**src/rtl/ctrl_serializador.sv**
```systemverilog
// Sequencer that loads a nibble into the 4-bit universal shift register and shifts it out.
// Optional feature: define PARITY_EN to append a parity bit (frame becomes 5 bits).
module ctrl_serializador #(
    parameter int unsigned GAP_CYCLES = 1,
    parameter bit          FILL_BIT   = 1'b0
`ifdef PARITY_EN
    ,
    parameter bit          PARITY_ODD = 1'b0
`endif
) (
    input  logic       clk_i,
    input  logic       rst_n_i,
    input  logic [3:0] data_in_i,
    input  logic       data_valid_i,
    input  logic       dir_sel_i,
    input  logic       abort_i,
    output logic       data_ready_o,
    output logic [3:0] d_o,
    output logic [1:0] modo_o,
    output logic       dir_o,
    output logic       enb_o,
    output logic       s_in_o,
    output logic       bit_valid_o,
    output logic [2:0] bit_idx_o,
    output logic       frame_done_o,
    output logic       busy_o
);

    // state | meaning
    // IDLE  | ready for a nibble, register idle
    // LOAD  | register parallel-loads the latched nibble
    // SHIFT | one frame bit on the register's serial output per cycle
    // GAP   | register held, inter-frame spacing
    typedef enum logic [1:0] {IDLE, LOAD, SHIFT, GAP} state_t;

`ifdef PARITY_EN
    localparam logic [2:0] LAST_IDX = 3'd4;
`else
    localparam logic [2:0] LAST_IDX = 3'd3;
`endif
    localparam logic [2:0] GAP_LEN = 3'(GAP_CYCLES);

    state_t     state_q, state_d;
    logic [3:0] data_q, data_d;
    logic       dir_q, dir_d;
    logic [2:0] cnt_q, cnt_d;
    logic       ready_q, ready_d;
    logic [1:0] modo_q, modo_d;
    logic       enb_q, enb_d;
    logic       s_in_q, s_in_d;
    logic       bv_q, bv_d;
    logic [2:0] idx_q, idx_d;
    logic       fd_q, fd_d;
    logic       busy_q, busy_d;
`ifdef PARITY_EN
    logic       par_q, par_d;
`endif

    always_comb begin
        state_d = state_q;
        data_d  = data_q;
        dir_d   = dir_q;
        cnt_d   = cnt_q;
`ifdef PARITY_EN
        par_d   = par_q;
`endif
        case (state_q)
            IDLE: begin
                if (data_valid_i && ready_q) begin
                    data_d  = data_in_i;
                    dir_d   = dir_sel_i;
`ifdef PARITY_EN
                    par_d   = PARITY_ODD ? ~^data_in_i : ^data_in_i;
`endif
                    state_d = LOAD;
                end
            end
            LOAD: begin
                state_d = SHIFT;
                cnt_d   = 3'd0;
            end
            SHIFT: begin
                if (cnt_q == LAST_IDX) begin
                    state_d = (GAP_LEN == 3'd0) ? IDLE : GAP;
                    cnt_d   = GAP_LEN - 3'd1;
                end else begin
                    cnt_d = cnt_q + 3'd1;
                end
            end
            GAP: begin
                // gap timer counts down to terminal count 0
                if (cnt_q == 3'd0) state_d = IDLE;
                else               cnt_d   = cnt_q - 3'd1;
            end
            default: state_d = IDLE;
        endcase
        if (abort_i && (state_q != IDLE)) state_d = IDLE;
        if (state_d == IDLE) cnt_d = 3'd0;

        // outputs are decoded from the next state so they land in flops
        ready_d = (state_d == IDLE);
        busy_d  = (state_d != IDLE);
        enb_d   = (state_d == LOAD) || (state_d == SHIFT);
        modo_d  = (state_d == LOAD) ? 2'b10 : 2'b00;
        bv_d    = (state_d == SHIFT);
        idx_d   = (state_d == SHIFT) ? cnt_d : 3'd0;
        fd_d    = (state_d == SHIFT) && (cnt_d == LAST_IDX);
        s_in_d  = FILL_BIT;
`ifdef PARITY_EN
        // parity enters the far end on the first shift and exits after four more
        if ((state_d == SHIFT) && (cnt_d == 3'd0)) s_in_d = par_d;
`endif
    end

    always_ff @(posedge clk_i or negedge rst_n_i) begin
        if (!rst_n_i) begin
            state_q <= IDLE;
            data_q  <= 4'd0;
            dir_q   <= 1'b0;
            cnt_q   <= 3'd0;
            ready_q <= 1'b0;
            modo_q  <= 2'b00;
            enb_q   <= 1'b0;
            s_in_q  <= 1'b0;
            bv_q    <= 1'b0;
            idx_q   <= 3'd0;
            fd_q    <= 1'b0;
            busy_q  <= 1'b0;
`ifdef PARITY_EN
            par_q   <= 1'b0;
`endif
        end else begin
            state_q <= state_d;
            data_q  <= data_d;
            dir_q   <= dir_d;
            cnt_q   <= cnt_d;
            ready_q <= ready_d;
            modo_q  <= modo_d;
            enb_q   <= enb_d;
            s_in_q  <= s_in_d;
            bv_q    <= bv_d;
            idx_q   <= idx_d;
            fd_q    <= fd_d;
            busy_q  <= busy_d;
`ifdef PARITY_EN
            par_q   <= par_d;
`endif
        end
    end

    assign data_ready_o = ready_q;
    assign d_o          = data_q;
    assign dir_o        = dir_q;
    assign modo_o       = modo_q;
    assign enb_o        = enb_q;
    assign s_in_o       = s_in_q;
    assign bit_valid_o  = bv_q;
    assign bit_idx_o    = idx_q;
    assign frame_done_o = fd_q;
    assign busy_o       = busy_q;

endmodule
```
**config.mk**
```make
export PLATFORM = sky130hd
export DESIGN_NAME = ctrl_serializador
export DESIGN_NICKNAME = d
export VERILOG_FILES = /design/src/rtl/ctrl_serializador.sv
export SDC_FILE = /design/constraint.sdc
export NUM_CORES = 1
export LEC_CHECK = 0
export CAP_MARGIN = 20
export CELL_PAD_IN_SITES_DETAIL_PLACEMENT = 0
export CELL_PAD_IN_SITES_GLOBAL_PLACEMENT = 2
export CORE_UTILIZATION = 31
export CTS_CLUSTER_DIAMETER = 80
export DETAILED_ROUTE_END_ITERATION = 8
export PLACE_DENSITY_LB_ADDON = 0.1
export SLEW_MARGIN = 20
export SYNTH_ARGS = -nofsm -noshare
export SYNTH_HDL_FRONTEND = slang
export SYNTH_SLANG_ARGS = --single-unit
```
**constraint.sdc**
```tcl
create_clock -name clk_i -period 4.4 [get_ports clk_i]
set_input_delay 0.88 -clock clk_i [delete_from_list [all_inputs] [get_ports clk_i]]
set_output_delay 0.88 -clock clk_i [all_outputs]
set_load 0.03 [all_outputs]
```
## Word-level counts from Yosys, hierarchy flattened

Cells that the tools add are included.

- Register bits: 20
- Input bits: 9
- Output and inout port bits: 16

- Add/sub/neg operators: 2
- Eq/ne operators: 7
- Muxes and demuxes: 11
- Reduce and logical (&&, ||, !) cells: 10

Operators by type and width:

| kind | number |
|---|---|
| 3-bit two-way mux | 4 |
| 2-bit two-way mux | 5 |
| 3-bit case mux with 3 select lines | 1 |
| 2-bit case mux with 4 select lines | 1 |
| 2-bit equality test (second input constant) | 3 |
| 3-bit by 2-bit equality test with 1-bit output (second input constant) | 2 |
| 2-bit by 1-bit equality test with 1-bit output (second input constant) | 2 |
| 2-bit zero test | 2 |
| 2-bit nonzero test | 2 |
| 3-bit by 1-bit adder with 3-bit output (second input constant) | 1 |
| 1-bit logical AND | 3 |
| 3-bit zero test | 1 |
| 3-bit by 1-bit subtractor with 3-bit output (second input constant) | 1 |
| 2-bit AND reduction | 1 |
| 1-bit logical OR | 1 |

## Depth between registers and ports, before layout

- Depth after elaboration: 8
- Depth in mapped cells: 10
- Depth with buffers taken out: 10

## Worst setup path before layout

Ideal clock, no wire load.

- Path kind: input -> register
- Start point: input data_valid_i
- End point: register fd_q, in the netlist frame_done_o
- Library setup time: 0.121 ns
- Arrival: 1.919 ns
- Slack: 2.361 ns
- Stages on the path: 6
- Path through: and3_1 -> buf_2 -> nor2_1 -> ha_1 -> and2b_1 -> and4b_1

- Word-level cells in the longest chain between the ends: 8
- Elaborated cells on any way between the ends: 9
- Classes of those cells: eq/ne: 2; mux: 4; reduce/logical: 3

Ends and longest elaborated chain:

| what | line | text |
|---|---|---|
| from (decl) | 14 | `input logic data_valid_i,` |
| 1-bit logical AND (*) | 69 | `if (data_valid_i && ready_q) begin` |
| 2-bit two-way mux (*) | 69 |  |
| 2-bit case mux with 4 select lines (*) | 67 | `case (state_q)` |
| 2-bit two-way mux (*) | 97 | `if (abort_i && (state_q != IDLE)) state_d = IDLE;` |
| 2-bit zero test | 98 | `if (state_d == IDLE) cnt_d = 3'd0;` |
| 3-bit two-way mux | 98 |  |
| 3-bit by 2-bit equality test with 1-bit output | 107 | `fd_d = (state_d == SHIFT) && (cnt_d == LAST_IDX);` |
| 1-bit logical AND (*) | 107 |  |
| net fd_d | 53 | `logic fd_q, fd_d;` |
| to (signal assigned) | 127 | `fd_q <= 1'b0;` |
| to (signal assigned) | 143 | `fd_q <= fd_d;` |
| to (decl) | 53 |  |

The timed path passes the listed nets; every way through them passes the cells marked *.
A chain may end at the register's enable or synchronous reset.

## Final worst setup path

Same ends and word-level chain as after synthesis.

==> impl_metrics.toml <==
[status]
status = "complete, no violations"

[logic_synthesis]
syn_inst = 77
synth_top_family_by_area = "simple AND/OR/NAND/NOR gates"
synth-compound-area-share_pct = 7.724
synthSimpleGateAreaFrac_pct = 16.83
netlist_area_sq_um = 907.1
synth_adder_area_share_pct = 9.655
ys_seq_area_share_pct = 52.41
synth_top_area_share_pct = 52.41
synth_largest_area_cell = "dfrtp_1"
async_flop_share_pct = 100.0
synth-edff-count = 0
muxShareOfSynthArea_pct = 6.207
yosys_warnings = 0
synth_seq_cells = 19
avgSynthCellArea_sq_um = 11.78
synth.area.top_cells = "dfrtp_1 52%, ha_1 9.7%, mux2_2 5.0%"
synth.distinct_cells = 29
synth-xor-area-share_pct = 0
synth_ff_type = "dfrtp_1"

[placed_design]
place_congestion = 0.7215
dpl.hpwl_microns = 1236
pre_cts_slack_ns = 1.848
port_buffers = 22

[clock_network]
cts_resized = 0
cts_root_buf = "clkbuf_4"
h-tree-depth = 1
cts_buffers = 3
worst_skew_pair.late_latency_ns = 0.29
clock-sinks = 19
cts_tree = "yes"
clk_path_buf_depth = 2
path_clk_slew_ns = 0.10
holdBufCountCts = 0
cts_setup_buffers = 0

[route]
highest_layer = "met4"
m1WireLength_microns = 716
drt-vias-per-instance = 4.685
wl_per_cell_microns = 12.25
wl_met2_microns = 756
ant_nets = 0
wl_met3_microns = 96
wirelength_microns = 1592
drtIter0Drc = 4
drtPass1Iterations = 3
dr_total_vias = 609
drc_errors = 0

[pwr]
ir_worst_vdd_uv = 448.4
comb_power_share_pct = 47.5
p_leak_nw = 0.5081
internal_power_mw = 0.4001
clkPwrFrac_pct = 12.9
power_density_nw_per_um2 = 569.0
sequentialPowerShare_pct = 39.6
netSwitchingFraction_pct = 39.05
p_sw_mw = 0.2564

[final_layout]
drive_gt1_share_pct = 13.13
n_antenna_cell = 0
layout_commonest_cell = "clkdlybuf4s50_1"
final_cell_mix = "22 x clkdlybuf4s50_1, 19 x dfrtp_1, 9 x nor2_1"
nNetsFinal = 116
syn2layout_area_growth_pct = 27.17

[setup_path]
startpoint_type = "input pin"
crit_start = "data_valid_i"
timing.rr.start = "cnt_q[0]"
crit_path_end = "frame_done_o"
r2r-end = "frame_done_o"
critical_path_depth = 6
cpPeakStageDelay_ns = 0.40
critical_path.top_delay_family = "simple AND/OR/NAND/NOR gates"
cp_cell_sequence = "clkdlybuf4s50_1 > and3_1 > nor2_1 > ha_1 > and2b_1 > and4b_1"
reg2reg_depth = 8
cp-end-kind = "register"
cp_data_required_time_ns = 4.59
arrival_ns = 2.41
cp_slowest_cell = "clkdlybuf4s50_1"
cp_max_fo = 7
cp.buffers_inverters = 1
setup.worst_path.class = "in2reg"
rrSetupSlack_ns = 2.26

[timing]
max_slew.worst_pin.slew_ns = 0.8228
hold_viol_final = 0
relSlewSlack_pct = 44.97
clock.fmax_ghz = 0.4501
finalMaxSlewViolations = 0
period_needed_ns = 2.222
finalWorstSetupSlack_ns = 2.178
setup-violations-final = 0
rsz0062_at_grt = "no"
fin_skew_ns = 0.001424
fin_crit_sh_pct = 50.50
tns_ns = 0

[global_routing]
grt_pass1_vias = 590
antenna_found_initial = 0
grt_max_degree = 20
grt_pass1_wl_microns = 2725
overflow = 0
track_usage_pct = 11.41

[die]
die_w_microns = 56.10
fp.dieH_microns = 56.10
row_count = 19
pin_count = 25
die_area_sq_um = 3147
start_util_pct = 32.89
core_area_sq_um = 2758

[flow_run]
maxCapViolCount = 0

[worst_hold_path]
hold_path.class = "reg2reg"
-- cell type report --
cell class	count	area, sq um
clock buffers	4	26.28
fillers	281	1604
inverters	5	18.77
multi-input cells	49	374.1
flip-flops and latches	19	475.5
well taps	31	38.79
repair buffers	22	220.2
-- state kept, by name, indices dropped and copies added, names as in the netlist, 2 cells and up --
signal,count
bit_idx_o,3
state_q,2
cnt_q,3
d_o,4
-- layer usage --
metal | vias to the layer above | GRT usage (%)
li1 | 300 | -
met1 | 290 | 14.43
met2 | 15 | 17.01
met3 | 4 | 5.349
met4 | 0 | 4.181
met5 | - | 0
-- kinds of logic (layout without fill, tap and decap cells) --
| kind of cell | after synthesis | in the layout |
|---|---|---|
| adder cells (fa/ha/maj) | 7 | 7 |
| buffers and inverters | 10 | 31 |
| AND/OR/NAND/NOR | 25 | 25 |
| flip-flops | 19 | 19 |
| multiplexers | 5 | 5 |
| other | 1 | 2 |
| AO/OA/AOI/OAI | 10 | 10 |
-- how the worst min path moves through the flow --
stage | startpoint | endpoint | slack, ns | cells past startpoint
2_1_floorplan | rst_n_i | bit_idx_o[0] | 0.58 | 0
3_3_place_gp | d_o[2] | d_o[2] | 0.47 | 1
3_5_place_dp | d_o[2] | d_o[2] | 0.48 | 1
4_1_cts | d_o[2] | d_o[2] | 0.50 | 1
5_1_grt | d_o[2] | d_o[2] | 0.52 | 1
6_report | d_o[2] | d_o[2] | 0.49 | 1
-- cells in the mapped netlist, types with 2 or more instances --
cell      count
mux2_2        4
nor3b_1       3
and2b_1       2
buf_4         2
ha_1          7
a211oi_1      2
nor2_1        9
o21ai_0       2
inv_1         5
dfrtp_1      19
buf_6         2
a31oi_1       2
nand2_1       2
-- through the flow --
step / hold WS, ns / cell area [sq um] / std cells / power, mW / utilization [%]
CTS: 0.4999 / 1154 / 130 / 0.6706 / 41.83
floorplan: 0.5844 / 910.9 / 78 / 0.4744 / -
global route: 0.5220 / 1154 / 130 / 0.7007 / 41.83
detailed placement: 0.4751 / 1127 / 126 / 0.5830 / 40.88
finish: 0.4927 / 1154 / 130 / 0.6564 / 41.83
global placement: 0.4670 / 1127 / 126 / 0.5836 / 40.88
-- power by group through the flow --
| stage | Sequential (mW) | Clock, mW | Combinational [mW] |
|---|---|---|---|
| final | 0.260 | 0.0845 | 0.312 |
| after global routing | 0.268 | 0.0996 | 0.333 |
| after CTS | 0.261 | 0.0912 | 0.318 |
| after detailed placement | 0.265 | 0 | 0.318 |
| after global placement | 0.264 | 0 | 0.319 |
| after floorplan | 0.338 | 0 | 0.137 |
(Power assumes the default switching activity.)
